File: src/rtl/systolic_skew_feeder_pkg.sv
// Shared definitions for the systolic skew feeder: FSM state encoding and
// the default array geometry shared with the FIFO stage and the PE array.
package systolic_skew_feeder_pkg;

    localparam int LANES_DEF = 5;
    localparam int DW_DEF    = 32;
    localparam int LEN_DEF   = 5;

    typedef enum logic [2:0] {
        S_IDLE,
        S_WAIT,
        S_RUN,
        S_DRAIN,
        S_DONE
    } state_t;

endpackage

File: src/rtl/systolic_skew_feeder_if.sv
// Bundle between the controller/FIFO stage, the skew feeder and the array
// rows. The feeder side uses the slave modport.
interface systolic_skew_feeder_if
    import systolic_skew_feeder_pkg::*;
#(
    parameter int LANES = LANES_DEF,
    parameter int DW    = DW_DEF
);

    logic                  start;
    logic                  com;
    logic [LANES-1:0]      rd_en;
    logic [LANES*DW-1:0]   fifo_data;
    logic [LANES*DW-1:0]   arr_data;
    logic [LANES-1:0]      arr_valid;
    logic                  busy;
    logic                  done;

    modport master (
        output start, com, fifo_data,
        input  rd_en, arr_data, arr_valid, busy, done
    );

    modport slave (
        input  start, com, fifo_data,
        output rd_en, arr_data, arr_valid, busy, done
    );

endinterface

File: src/rtl/systolic_skew_feeder_skew_lane.sv
// One lane of the skew feeder: decides whether this lane reads its FIFO at
// step t, then aligns the FIFO read latency and registers the (zero-padded)
// operand toward its array row.
module skew_lane
    import systolic_skew_feeder_pkg::*;
#(
    parameter int IDX = 0,
    parameter int LEN = LEN_DEF,
    parameter int DW  = DW_DEF,
    parameter int CW  = 4
) (
    input  logic          clk,
    input  logic          rst,
    input  logic          run,
    input  logic [CW-1:0] t,
    input  logic [DW-1:0] fifo_data,
    output logic          rd_en,
    output logic [DW-1:0] arr_data,
    output logic          arr_valid
);

    localparam logic [CW-1:0] LO    = CW'(IDX);
    localparam logic [CW-1:0] LEN_C = CW'(LEN);

    logic rd_d;

    // Window IDX <= t < IDX+LEN as one unsigned compare: when t < IDX the
    // CW-bit difference wraps to at least 2^CW-(LANES-1) >= LEN, so it fails.
    assign rd_en = run && ((t - LO) < LEN_C);

    // Read-latency alignment and the operand register toward the array row.
    always_ff @(posedge clk or posedge rst) begin
        if (rst) begin
            rd_d      <= 1'b0;
            arr_valid <= 1'b0;
            arr_data  <= '0;
        end else begin
            // NOTE: non-blocking so arr_valid takes the old rd_d, giving the
            // intended two-stage delay instead of collapsing it to one.
            rd_d      <= rd_en;
            arr_valid <= rd_d;
            arr_data  <= rd_d ? fifo_data : '0;
        end
    end

endmodule

File: src/rtl/systolic_skew_feeder.sv
// Skew feeder top: waits for load-complete, steps through the staggered
// read schedule, drains the lane pipelines and pulses done.
module systolic_skew_feeder
    import systolic_skew_feeder_pkg::*;
#(
    parameter int LANES = LANES_DEF,
    parameter int DW    = DW_DEF,
    parameter int LEN   = LEN_DEF,
    parameter int CW    = 4
) (
    input  logic                   clk,
    input  logic                   rst,
    systolic_skew_feeder_if.slave  bus
);

    localparam logic [CW-1:0] T_LAST = CW'(LEN + LANES - 2);

    state_t        state, state_nx;
    logic [CW-1:0] t, t_nx;
    logic          drain_cnt, drain_nx;
    logic          run;

    logic [LANES-1:0]    rd_en_w;
    logic [LANES-1:0]    arr_valid_w;
    logic [LANES*DW-1:0] arr_data_w;

    // State, step counter and drain counter registers.
    always_ff @(posedge clk or posedge rst) begin
        if (rst) begin
            state     <= S_IDLE;
            t         <= '0;
            drain_cnt <= 1'b0;
        end else begin
            state     <= state_nx;
            t         <= t_nx;
            drain_cnt <= drain_nx;
        end
    end

    // Next-state logic: start is only looked at in IDLE, com only before RUN.
    always_comb begin
        // NOTE: every variable gets a default before the case so no branch
        // can leave one unassigned and infer a latch.
        state_nx = state;
        t_nx     = t;
        drain_nx = drain_cnt;
        case (state)
            S_IDLE: begin
                if (bus.start) begin
                    state_nx = bus.com ? S_RUN : S_WAIT;
                    t_nx     = '0;
                end
            end
            S_WAIT: begin
                if (bus.com) begin
                    state_nx = S_RUN;
                    t_nx     = '0;
                end
            end
            S_RUN: begin
                if (t == T_LAST) begin
                    state_nx = S_DRAIN;
                    t_nx     = '0;
                    drain_nx = 1'b0;
                end else begin
                    t_nx = t + CW'(1);
                end
            end
            S_DRAIN: begin
                if (drain_cnt) state_nx = S_DONE;
                else           drain_nx = 1'b1;
            end
            S_DONE:  state_nx = S_IDLE;
            default: state_nx = S_IDLE;
        endcase
    end

    assign run      = (state == S_RUN);
    assign bus.busy = (state != S_IDLE);
    assign bus.done = (state == S_DONE);

    for (genvar i = 0; i < LANES; i++) begin : g_lane
        skew_lane #(
            .IDX (i),
            .LEN (LEN),
            .DW  (DW),
            .CW  (CW)
        ) u_lane (
            .clk       (clk),
            .rst       (rst),
            .run       (run),
            .t         (t),
            .fifo_data (bus.fifo_data[i*DW +: DW]),
            .rd_en     (rd_en_w[i]),
            .arr_data  (arr_data_w[i*DW +: DW]),
            .arr_valid (arr_valid_w[i])
        );
    end

    assign bus.rd_en     = rd_en_w;
    assign bus.arr_valid = arr_valid_w;
    assign bus.arr_data  = arr_data_w;

endmodule

File: src/flat_wrapper.sv
// flat-port wrapper written by rule: the top's interface ports become plain ports
module systolic_skew_feeder_flat import systolic_skew_feeder_pkg::*;
#(
    parameter int LANES = LANES_DEF,
    parameter int DW    = DW_DEF,
    parameter int LEN   = LEN_DEF,
    parameter int CW    = 4
)
  (clk, rst, bus_start, bus_com, bus_fifo_data, bus_rd_en, bus_arr_data, bus_arr_valid, bus_busy, bus_done);
  systolic_skew_feeder_if #(.LANES(LANES), .DW(DW)) bus_i ();
  input  logic clk;
  input  logic rst;
  input wire logic [$bits(bus_i.start)-1:0] bus_start;
  input wire logic [$bits(bus_i.com)-1:0] bus_com;
  input wire logic [$bits(bus_i.fifo_data)-1:0] bus_fifo_data;
  output wire logic [$bits(bus_i.rd_en)-1:0] bus_rd_en;
  output wire logic [$bits(bus_i.arr_data)-1:0] bus_arr_data;
  output wire logic [$bits(bus_i.arr_valid)-1:0] bus_arr_valid;
  output wire logic [$bits(bus_i.busy)-1:0] bus_busy;
  output wire logic [$bits(bus_i.done)-1:0] bus_done;
  assign bus_i.start = bus_start;
  assign bus_i.com = bus_com;
  assign bus_i.fifo_data = bus_fifo_data;
  assign bus_rd_en = bus_i.rd_en;
  assign bus_arr_data = bus_i.arr_data;
  assign bus_arr_valid = bus_i.arr_valid;
  assign bus_busy = bus_i.busy;
  assign bus_done = bus_i.done;
  systolic_skew_feeder #(.LANES(LANES), .DW(DW), .LEN(LEN), .CW(CW)) u_core (.clk(clk), .rst(rst), .bus(bus_i));
endmodule
File: config.mk
export PLATFORM = sky130hd
export DESIGN_NAME = systolic_skew_feeder_flat
export DESIGN_NICKNAME = d
export VERILOG_FILES = /design/src/rtl/systolic_skew_feeder_pkg.sv /design/src/rtl/systolic_skew_feeder_if.sv /design/src/rtl/systolic_skew_feeder_skew_lane.sv /design/src/rtl/systolic_skew_feeder.sv /design/src/flat_wrapper.sv
export SDC_FILE = /design/constraint.sdc
export NUM_CORES = 1
export LEC_CHECK = 0
export CELL_PAD_IN_SITES_DETAIL_PLACEMENT = 1
export CELL_PAD_IN_SITES_GLOBAL_PLACEMENT = 1
export CORE_MARGIN = 2
export CORE_UTILIZATION = 29
export CTS_BUF_LIST = sky130_fd_sc_hd__clkbuf_16
export DETAILED_ROUTE_END_ITERATION = 8
export GPL_ROUTABILITY_DRIVEN = 0
export PLACE_DENSITY_LB_ADDON = 0.08
export SETUP_SLACK_MARGIN = 0.02
export SLEW_MARGIN = 20
export SYNTH_ARGS = -nofsm -noshare
export SYNTH_HDL_FRONTEND = slang
export SYNTH_HIERARCHICAL = 1
export SYNTH_SLANG_ARGS = --single-unit
File: constraint.sdc
create_clock -name clk -period 1.76 [get_ports clk]
set_input_delay 0.176 -clock clk [delete_from_list [all_inputs] [get_ports clk]]
set_output_delay 0.176 -clock clk [all_outputs]
set_load 0.01 [all_outputs]
==> impl_metrics.toml, run 1 <==
[run_status]
outcome = "complete, but fails checks"
violations = "negative setup slack"

[clock_tree]
cts_tree = "built"
numClockSinks = 178
clock_path_buffers = 2
clkTransAtPathRegs_ps = 70
numCtsBuffers = 17
cts_root_buf = "clkbuf_16"
cts_hold_buf = 0
clk_latency_ps = 430
cts-htree-levels = 4

[yosys]
synth_top_area_share = 0.731
synth-seq-area-share = 0.731
postSynthAreaPerCell_um2 = 14.8
synth_ff_type = "dfrtp_1"
synth_edf_count = 0
yosys.area.top_type = "dfrtp_1"
synthCells = 411
synthesis.nets = 579
async_flop_share = 1.00
ys_top_cells_by_area = "dfrtp_1, and2_2, and2_1, clkbuf_2, inv_1"
synth.distinct_cells = 36
synth_seq_cells = 178
synth_warnings = 6
netlist_area_mm2 = 0.00610

[timing]
skew_ps = 13.4
worstMarginPinSlew_ps = 873
fin_setup_tns_ps = -103
final_max_slew_viol_count = 0
period_share = 1.02
slew_headroom = 0.418
rsz0062_at_grt = "yes"
timing.fmax_mhz = 559
whs_ps = 191
period_needed_ps = 1790
setup_ws_ps = -29.9
hold_viol_final = 0
setup_viol = 5

[floorplanning]
fp-row-count = 53
io_pins = 336
coreArea_mm2 = 0.0208
die_w_um = 149
die-area_mm2 = 0.0222
die_y_um = 149
start_util = 0.293

[critical_path]
crit_path_end_kind = "primary output"
crit_fanout = 3
required_ps = 1580
cp.arrival_ps = 1610
worstRegToRegCells = 7
r2r_start = "u_core/state[2]$_DFFE_PP0P_"
rr_endpoint = "u_core/state[0]$_DFFE_PP0P_"
path_class = "reg -> out"
rrSetupSlack_ps = 210
startpoint_type = "register"

[placement]
place_inst = 1021
pre_cts_ws_ps = -135
io_buffers = 335
dp_hpwl_um = 13400

[power_and_ir_drop]
p_leak_uw = 0.00487
seqPwrFrac = 0.400
sw_frac_of_total = 0.274
clkPwrFrac = 0.319
power.density_mw_per_mm2 = 1210
switchingPower_uw = 3490
power.internal_uw = 9240
vdd_drop_max_v = 0.000728
p_comb_frac = 0.281

[route]
via_per_inst = 4.11
drc_errors = 0
finalWirelength_um = 18100
post_drt_wl_per_cell_um = 17.1
firstDrtPassIters = 4
vias = 4343
drt.antenna.violating_nets = 0
drt_iter0_markers = 140

[final_layout]
final_util = 0.507
drive_gt1_frac = 0.257
syn2layout_area_growth_pct = 73.1
antennaDiodeCount = 0
n_fill_cell = 2117
nets = 938
layout.cells.non_filler = 1057

[grt]
grt-ovfl-total = 0
antenna_found_initial = 0
grt_pass1_wl_um = 27500
track_usage = 0.165
grt_pass1_vias = 4952
grt_max_degree = 35

[flow_run]
drv_cap = 0

[min_path]
worstHoldPathType = "in -> async"
-- worst max path at each step --
stage	startpoint	endpoint	slack (ps)
2_1_floorplan	u_core/state[0]$_DFFE_PP0P_	bus_rd_en[1]	240
3_3_place_gp	u_core/state[0]$_DFFE_PP0P_	bus_rd_en[3]	-160
5_1_grt	u_core/state[2]$_DFFE_PP0P_	bus_rd_en[1]	-140
6_report	u_core/t[2]$_DFFE_PP0P_	bus_rd_en[1]	-30
4_1_cts	u_core/state[0]$_DFFE_PP0P_	bus_rd_en[1]	-120
3_5_place_dp	u_core/state[0]$_DFFE_PP0P_	bus_rd_en[1]	-140
-- critical path, cell delays in order, from the launching register on --
cell and delay, ps:
dfrtp_2 420, buf_4 150, nor3_1 360, a2111oi_4 90, buf_4 170
-- cell families (layout without fill, tap and decap cells) --
family	Yosys count	in the layout	synth area share
xor gates and xnor gates	1	1	0.00144
DFF	178	178	0.731
AOI/OAI and AO/OA	17	17	0.0220
buffers and inverters	31	402	0.0240
adders and majority gates	4	4	0.00821
and+or+nand+nor	180	180	0.214
-- cell usage in the layout (no fill, tap or decap), types with 2 or more instances in the layout --
| master | count |
|---|---|
| bufinv_16 | 4 |
| nor2_1 | 3 |
| clkbuf_16 | 17 |
| inv_6 | 4 |
| clkdlybuf4s50_1 | 328 |
| inv_1 | 13 |
| a21oi_1 | 2 |
| nor2b_1 | 2 |
| nor3b_4 | 2 |
| ha_1 | 3 |
| and2_1 | 32 |
| a31oi_1 | 2 |
| buf_6 | 8 |
| clkinvlp_4 | 2 |
| and2_2 | 128 |
| nand3b_1 | 2 |
| dfrtp_1 | 176 |
| o21ai_1 | 2 |
| o21ai_0 | 2 |
| and3b_2 | 2 |
| inv_8 | 2 |
| buf_4 | 20 |
| dfrtp_2 | 2 |
-- repair_timing --
action / CTS / global route
setup endpoints to repair: 7 / 6
pin swaps: 3 / 2
gates cloned: 0 / 0
buffers inserted: 5 / 1
gates resized for setup: 49 / 7
-- routing by layer --
metal | wire [um] | global-route usage
met4 | 318 | 0.0571
met2 | 9480 | 0.297
met1 | 6450 | 0.172
met5 | 0 | 0
met3 | 1820 | 0.0713
-- synthesized netlist by cell type, types with 2 or more instances --
| library cell | instances |
|---|---|
| and2_1 | 32 |
| nor2b_1 | 2 |
| clkbuf_2 | 15 |
| a31oi_1 | 2 |
| nand3b_1 | 2 |
| inv_1 | 14 |
| a21oi_1 | 2 |
| nor3b_1 | 2 |
| o21ai_1 | 2 |
| nor2_1 | 3 |
| and2_2 | 128 |
| o21ai_0 | 2 |
| and3b_1 | 2 |
| ha_1 | 4 |
| dfrtp_1 | 178 |
-- registers in the layout (all words and copies together) (netlist names) --
| register | count |
|---|---|
| u_core/drain_cnt | 1 |
| u_core/g_lane.u_lane/arr_valid | 5 |
| u_core/t | 4 |
| u_core/g_lane.u_lane/arr_data | 160 |
| u_core/state | 3 |
| u_core/g_lane.u_lane/rd_d | 5 |
-- final cells by class --
class,instances,area [um2],share of cell area
Inverter,14,55.1,0.00522
Tap cell,275,344,0.0326
Clock inverter,14,201,0.0191
Timing Repair Buffer,357,3530,0.334
Clock buffer,17,425,0.0403
Multi-Input combinational cell,202,1540,0.146
Sequential cell,178,4460,0.422
-- power groups by stage --
stage	registers [uW]	clock network, uW	logic, uW
floorplan	5340	0	1180
global placement	5140	0	3300
detailed placement	5180	0	3380
CTS	5100	4200	3590
global route	5170	4370	3880
finish	5090	4060	3580
-- stage by stage --
step	power (uW)	area, um2
global placement	8440	9830
global route	13400	10600
detailed placement	8560	9830
floorplan	6510	6100
CTS	12900	10500
finish	12700	10600
(Power assumes the default switching activity.)
==> run 2, diff against run 1 <==
CORE_MARGIN = 10   (was 2)
SLEW_MARGIN = 30   (was 20)
==> impl_metrics.toml, run 2 (same netlist as run 1, synthesis figures left out) <==
[grt]
grt_pass1_wl_um = 30200
track_usage = 0.149
antenna_found_initial = 2
grt_max_degree = 35
grt-ovfl-total = 0
grt_pass1_vias = 4856

[timing]
worstMarginPinSlew_ps = 787
period_share = 1.00
period_needed_ps = 1760
final_max_slew_viol_count = 0
hold_viol_final = 0
timing.fmax_mhz = 568
setup_ws_ps = 0.791
rsz0062_at_grt = "yes"
skew_ps = 8.46
slew_headroom = 0.475
setup_viol = 0

[critical_path]
crit_path_end_kind = "primary output"
path_class = "reg -> out"
startpoint_type = "register"
crit_fanout = 5
required_ps = 1580
cp.arrival_ps = 1580

[clock_tree]
clkTransAtPathRegs_ps = 60
cts_tree = "built"
numClockSinks = 178
clock_path_buffers = 2
cts_root_buf = "clkbuf_16"
cts-htree-levels = 4
numCtsBuffers = 17
clk_latency_ps = 420

[floorplanning]
die-area_mm2 = 0.0272
start_util = 0.298
die_y_um = 165
fp-row-count = 52
io_pins = 336
coreArea_mm2 = 0.0204
die_w_um = 165

[final_layout]
nets = 938
layout.cells.non_filler = 1052
drive_gt1_frac = 0.256
final_cell_mix = "clkdlybuf4s50_1, dfrtp_1, and2_2"
largest_register_ffs = 160
final_cell_area_mm2 = 0.0105
final_common_cell = "clkdlybuf4s50_1"
largest_register = "u_core/g_lane.u_lane/arr_data"
syn2layout_area_growth_pct = 72.3
top_regs = "u_core/g_lane.u_lane/arr_data (160), u_core/g_lane.u_lane/arr_valid (5), u_core/g_lane.u_lane/rd_d (5)"

[route]
drc_errors = 0
drt_iter0_markers = 96
firstDrtPassIters = 4
via_per_inst = 4.15
post_drt_wl_per_cell_um = 19.9
vias = 4371
finalWirelength_um = 20900
drt.antenna.violating_nets = 0

[power_and_ir_drop]
power.density_mw_per_mm2 = 1160
p_leak_uw = 0.00484
vdd_drop_max_v = 0.000630

[flow_run]
drv_cap = 0

[placement]
dp_hpwl_um = 16500
io_buffers = 335
place_inst = 1017
pre_cts_ws_ps = -181
placed_area_mm2 = 0.00987

[min_path]
worstHoldPathType = "in -> async"

[run_status]
outcome = "complete, no violations"
## run 2: repair_timing
item,CTS,global route
pin swaps,3,3
resized for setup,39,12
setup buffers,3,1
hold buffers,0,0
endpoints found under the setup margin,7,5
endpoints found under the hold margin,0,0
## run 2: through the flow
step                hold slack (ps)  utilization  total power, uW  setup TNS [ps]
floorplan                     -8.34            -             6510               0
global placement                481        0.483             8500            -354
detailed placement              500        0.483             8620            -474
CTS                             131        0.512            12300           -56.8
global route                    154        0.514            12900            -194
finish                          131        0.514            12200               0
## run 2: worst max-delay path, cell delays in order, from the launching register on
cell,delay (ps)
dfrtp_1,400
nor3b_4,220
buf_6,140
nor3b_4,170
buf_4,140
buf_6,100
## run 2: layer usage
metal,global-route usage,vias up,part of all wire
met4,0.0519,2,0.018
met1,0.151,2152,0.35
met2,0.260,200,0.52
li1,-,1995,-
met3,0.0744,22,0.12
met5,0,-,0.00048
## run 2: area by class of cell
cell class                      count  area [um2]
Antenna cell                        1        2.50
Clock inverter                     13         115
Multi-Input combinational cell    202        1550
Clock buffer                       17         425
Tap cell                          270         338
Sequential cell                   178        4460
Timing Repair Buffer              357        3560
Fill cell                        2082        9930
Inverter                           14        52.6
## run 2: path summary, 6_finish.rpt
| path | from | to | slack (ps) | cells after the start |
|---|---|---|---|---|
| max | u_core/state[2]$_DFFE_PP0P_ | bus_rd_en[3] | 0.8 | 5 |
| max in group asynchronous | rst | u_core/g_lane[4].u_lane/arr_valid$_DFF_PP0_ | 1020 | 3 |
| min | rst | u_core/g_lane[4].u_lane/rd_d$_DFF_PP0_ | 130 | 2 |
| min in group clk | bus_fifo_data[50] | u_core/g_lane[1].u_lane/arr_data[18]$_DFF_PP0_ | 330 | 2 |
| min reg2reg | u_core/t[3]$_DFFE_PP0P_ | u_core/g_lane[1].u_lane/rd_d$_DFF_PP0_ | 510 | 1 |
| max reg2reg | u_core/t[0]$_DFFE_PP0P_ | u_core/t[3]$_DFFE_PP0P_ | 250 | 5 |
## run 2: where the power goes
group | internal, uW | switching (uW) | total, uW
combinational | 2100 | 1550 | 3650
sequential | 4720 | 281 | 5000
clock | 1930 | 1580 | 3510
==> run 3, diff against run 2 <==
REMOVE_ABC_BUFFERS = 1   (was default)
==> impl_metrics.toml, run 3 (same netlist as run 1, synthesis figures left out) <==
[run_status]
outcome = "complete, but fails checks"
violations = "negative setup slack"

[floorplanning]
die-area_mm2 = 0.0272
io_pins = 336
start_util = 0.298
fp-row-count = 52
coreArea_mm2 = 0.0204
die_w_um = 165
die_y_um = 165

[timing]
rsz0062_at_grt = "yes"
timing.fmax_mhz = 561
setup_ws_ps = -21.2
skew_ps = 8.65
final_max_slew_viol_count = 0
hold_viol_final = 0
period_share = 1.01
slew_headroom = 0.479
period_needed_ps = 1780
setup_viol = 1
worstMarginPinSlew_ps = 782

[grt]
track_usage = 0.144
grt-ovfl-total = 0
grt_pass1_wl_um = 29600
antenna_found_initial = 0
grt_pass1_vias = 4988
grt_max_degree = 35

[min_path]
worstHoldPathType = "in -> async"

[critical_path]
path_class = "reg -> out"
rrSetupSlack_ps = 240
required_ps = 1580
rr_endpoint = "u_core/drain_cnt$_DFFE_PP0P_"
worstRegToRegCells = 6
r2r_start = "u_core/t[1]$_DFFE_PP0P_"
cp.arrival_ps = 1610
crit_fanout = 5
crit_path_end_kind = "primary output"
startpoint_type = "register"

[final_layout]
final_cell_area_mm2 = 0.0105
layout.cells.non_filler = 1053
n_fill_cell = 2102
final_util = 0.512
largest_register = "u_core/g_lane.u_lane/arr_data"
nets = 940
final_common_cell = "clkdlybuf4s50_1"
antennaDiodeCount = 0
largest_register_ffs = 160
syn2layout_area_growth_pct = 71.7
final_cell_mix = "clkdlybuf4s50_1, dfrtp_1, and2_2"
drive_gt1_frac = 0.257
top_regs = "u_core/g_lane.u_lane/arr_data (160), u_core/g_lane.u_lane/arr_valid (5), u_core/g_lane.u_lane/rd_d (5)"

[clock_tree]
cts_tree = "built"
clkTransAtPathRegs_ps = 60
numClockSinks = 178
cts_root_buf = "clkbuf_16"
numCtsBuffers = 17
cts-htree-levels = 4
cts_hold_buf = 0
clock_path_buffers = 2
clk_latency_ps = 420

[placement]
placed_area_mm2 = 0.00984
io_buffers = 335
place_inst = 1018
dp_hpwl_um = 16000

[flow_run]
drv_cap = 0

[power_and_ir_drop]
power.density_mw_per_mm2 = 1180
p_leak_uw = 0.00484
vdd_drop_max_v = 0.000683

[route]
drt.antenna.violating_nets = 0
via_per_inst = 4.12
drt_iter0_markers = 126
post_drt_wl_per_cell_um = 19.1
firstDrtPassIters = 3
drc_errors = 0
finalWirelength_um = 20100
vias = 4334
## run 3: changes by cell type in the layout (fill, tap and decap cells not counted), moves of 2 or more
cell	delta
clkinvlp_4	-3
inv_2	-2
buf_12	-3
buf_6	-3
inv_6	+5
buf_4	+8
## run 3: area by class of cell
type | instances | area [um2] | area share
clock buffers | 17 | 425 | 0.0406
clock inverters | 13 | 148 | 0.0141
inverters | 14 | 52.6 | 0.00502
multi-input cells | 202 | 1520 | 0.145
flip-flops and latches | 178 | 4460 | 0.426
well taps | 270 | 338 | 0.0323
repair buffers | 359 | 3530 | 0.337
## run 3: timing repair
action	CTS	global route
buffers inserted	4	1
setup endpoints to repair	7	6
resized for setup	40	6
pin swaps	5	1
endpoints found under the hold margin	0	0
## run 3: critical path, stage by stage, from the launching register on
cell and delay, ps:
dfrtp_2 450, buf_4 160, a2111oi_4 390, buf_4 200
## run 3: worst max path at each step
stage	startpoint	end	depth (start not counted)
global placement	u_core/state[0]$_DFFE_PP0P_	bus_rd_en[1]	4
CTS	u_core/state[2]$_DFFE_PP0P_	bus_rd_en[1]	4
global route	u_core/state[0]$_DFFE_PP0P_	bus_rd_en[3]	5
detailed placement	u_core/state[0]$_DFFE_PP0P_	bus_rd_en[1]	4
floorplan	u_core/state[0]$_DFFE_PP0P_	bus_rd_en[1]	3
finish	u_core/t[1]$_DFFE_PP0P_	bus_rd_en[1]	3
## run 3: metal layers
layer  GRT usage  share of wire  vias to the layer above
met3      0.0709           0.11                       15
met2       0.249           0.52                      194
li1            -              -                     1993
met5           0              0                        -
met4      0.0439          0.012                        0
met1       0.150           0.36                     2132
## run 3: where the power goes
| part | leakage (uW) | internal, uW | total (uW) | switching, uW |
|---|---|---|---|---|
| Combinational | 0.00212 | 2060 | 3570 | 1510 |
| Clock | 0.000281 | 2100 | 3700 | 1600 |
| Sequential | 0.00244 | 4720 | 5030 | 307 |
## run 3: stage by stage
stage	setup slack, ps	hold WS (ps)	TNS [ps]	total power [uW]
after floorplan	233	-8.34	0	6390
after global placement	-190	509	-416	8510
after detailed placement	-182	521	-474	8650
after CTS	-57.7	260	-95.9	12500
after global routing	-103	308	-257	13000
final	-21.2	241	-21.2	12300
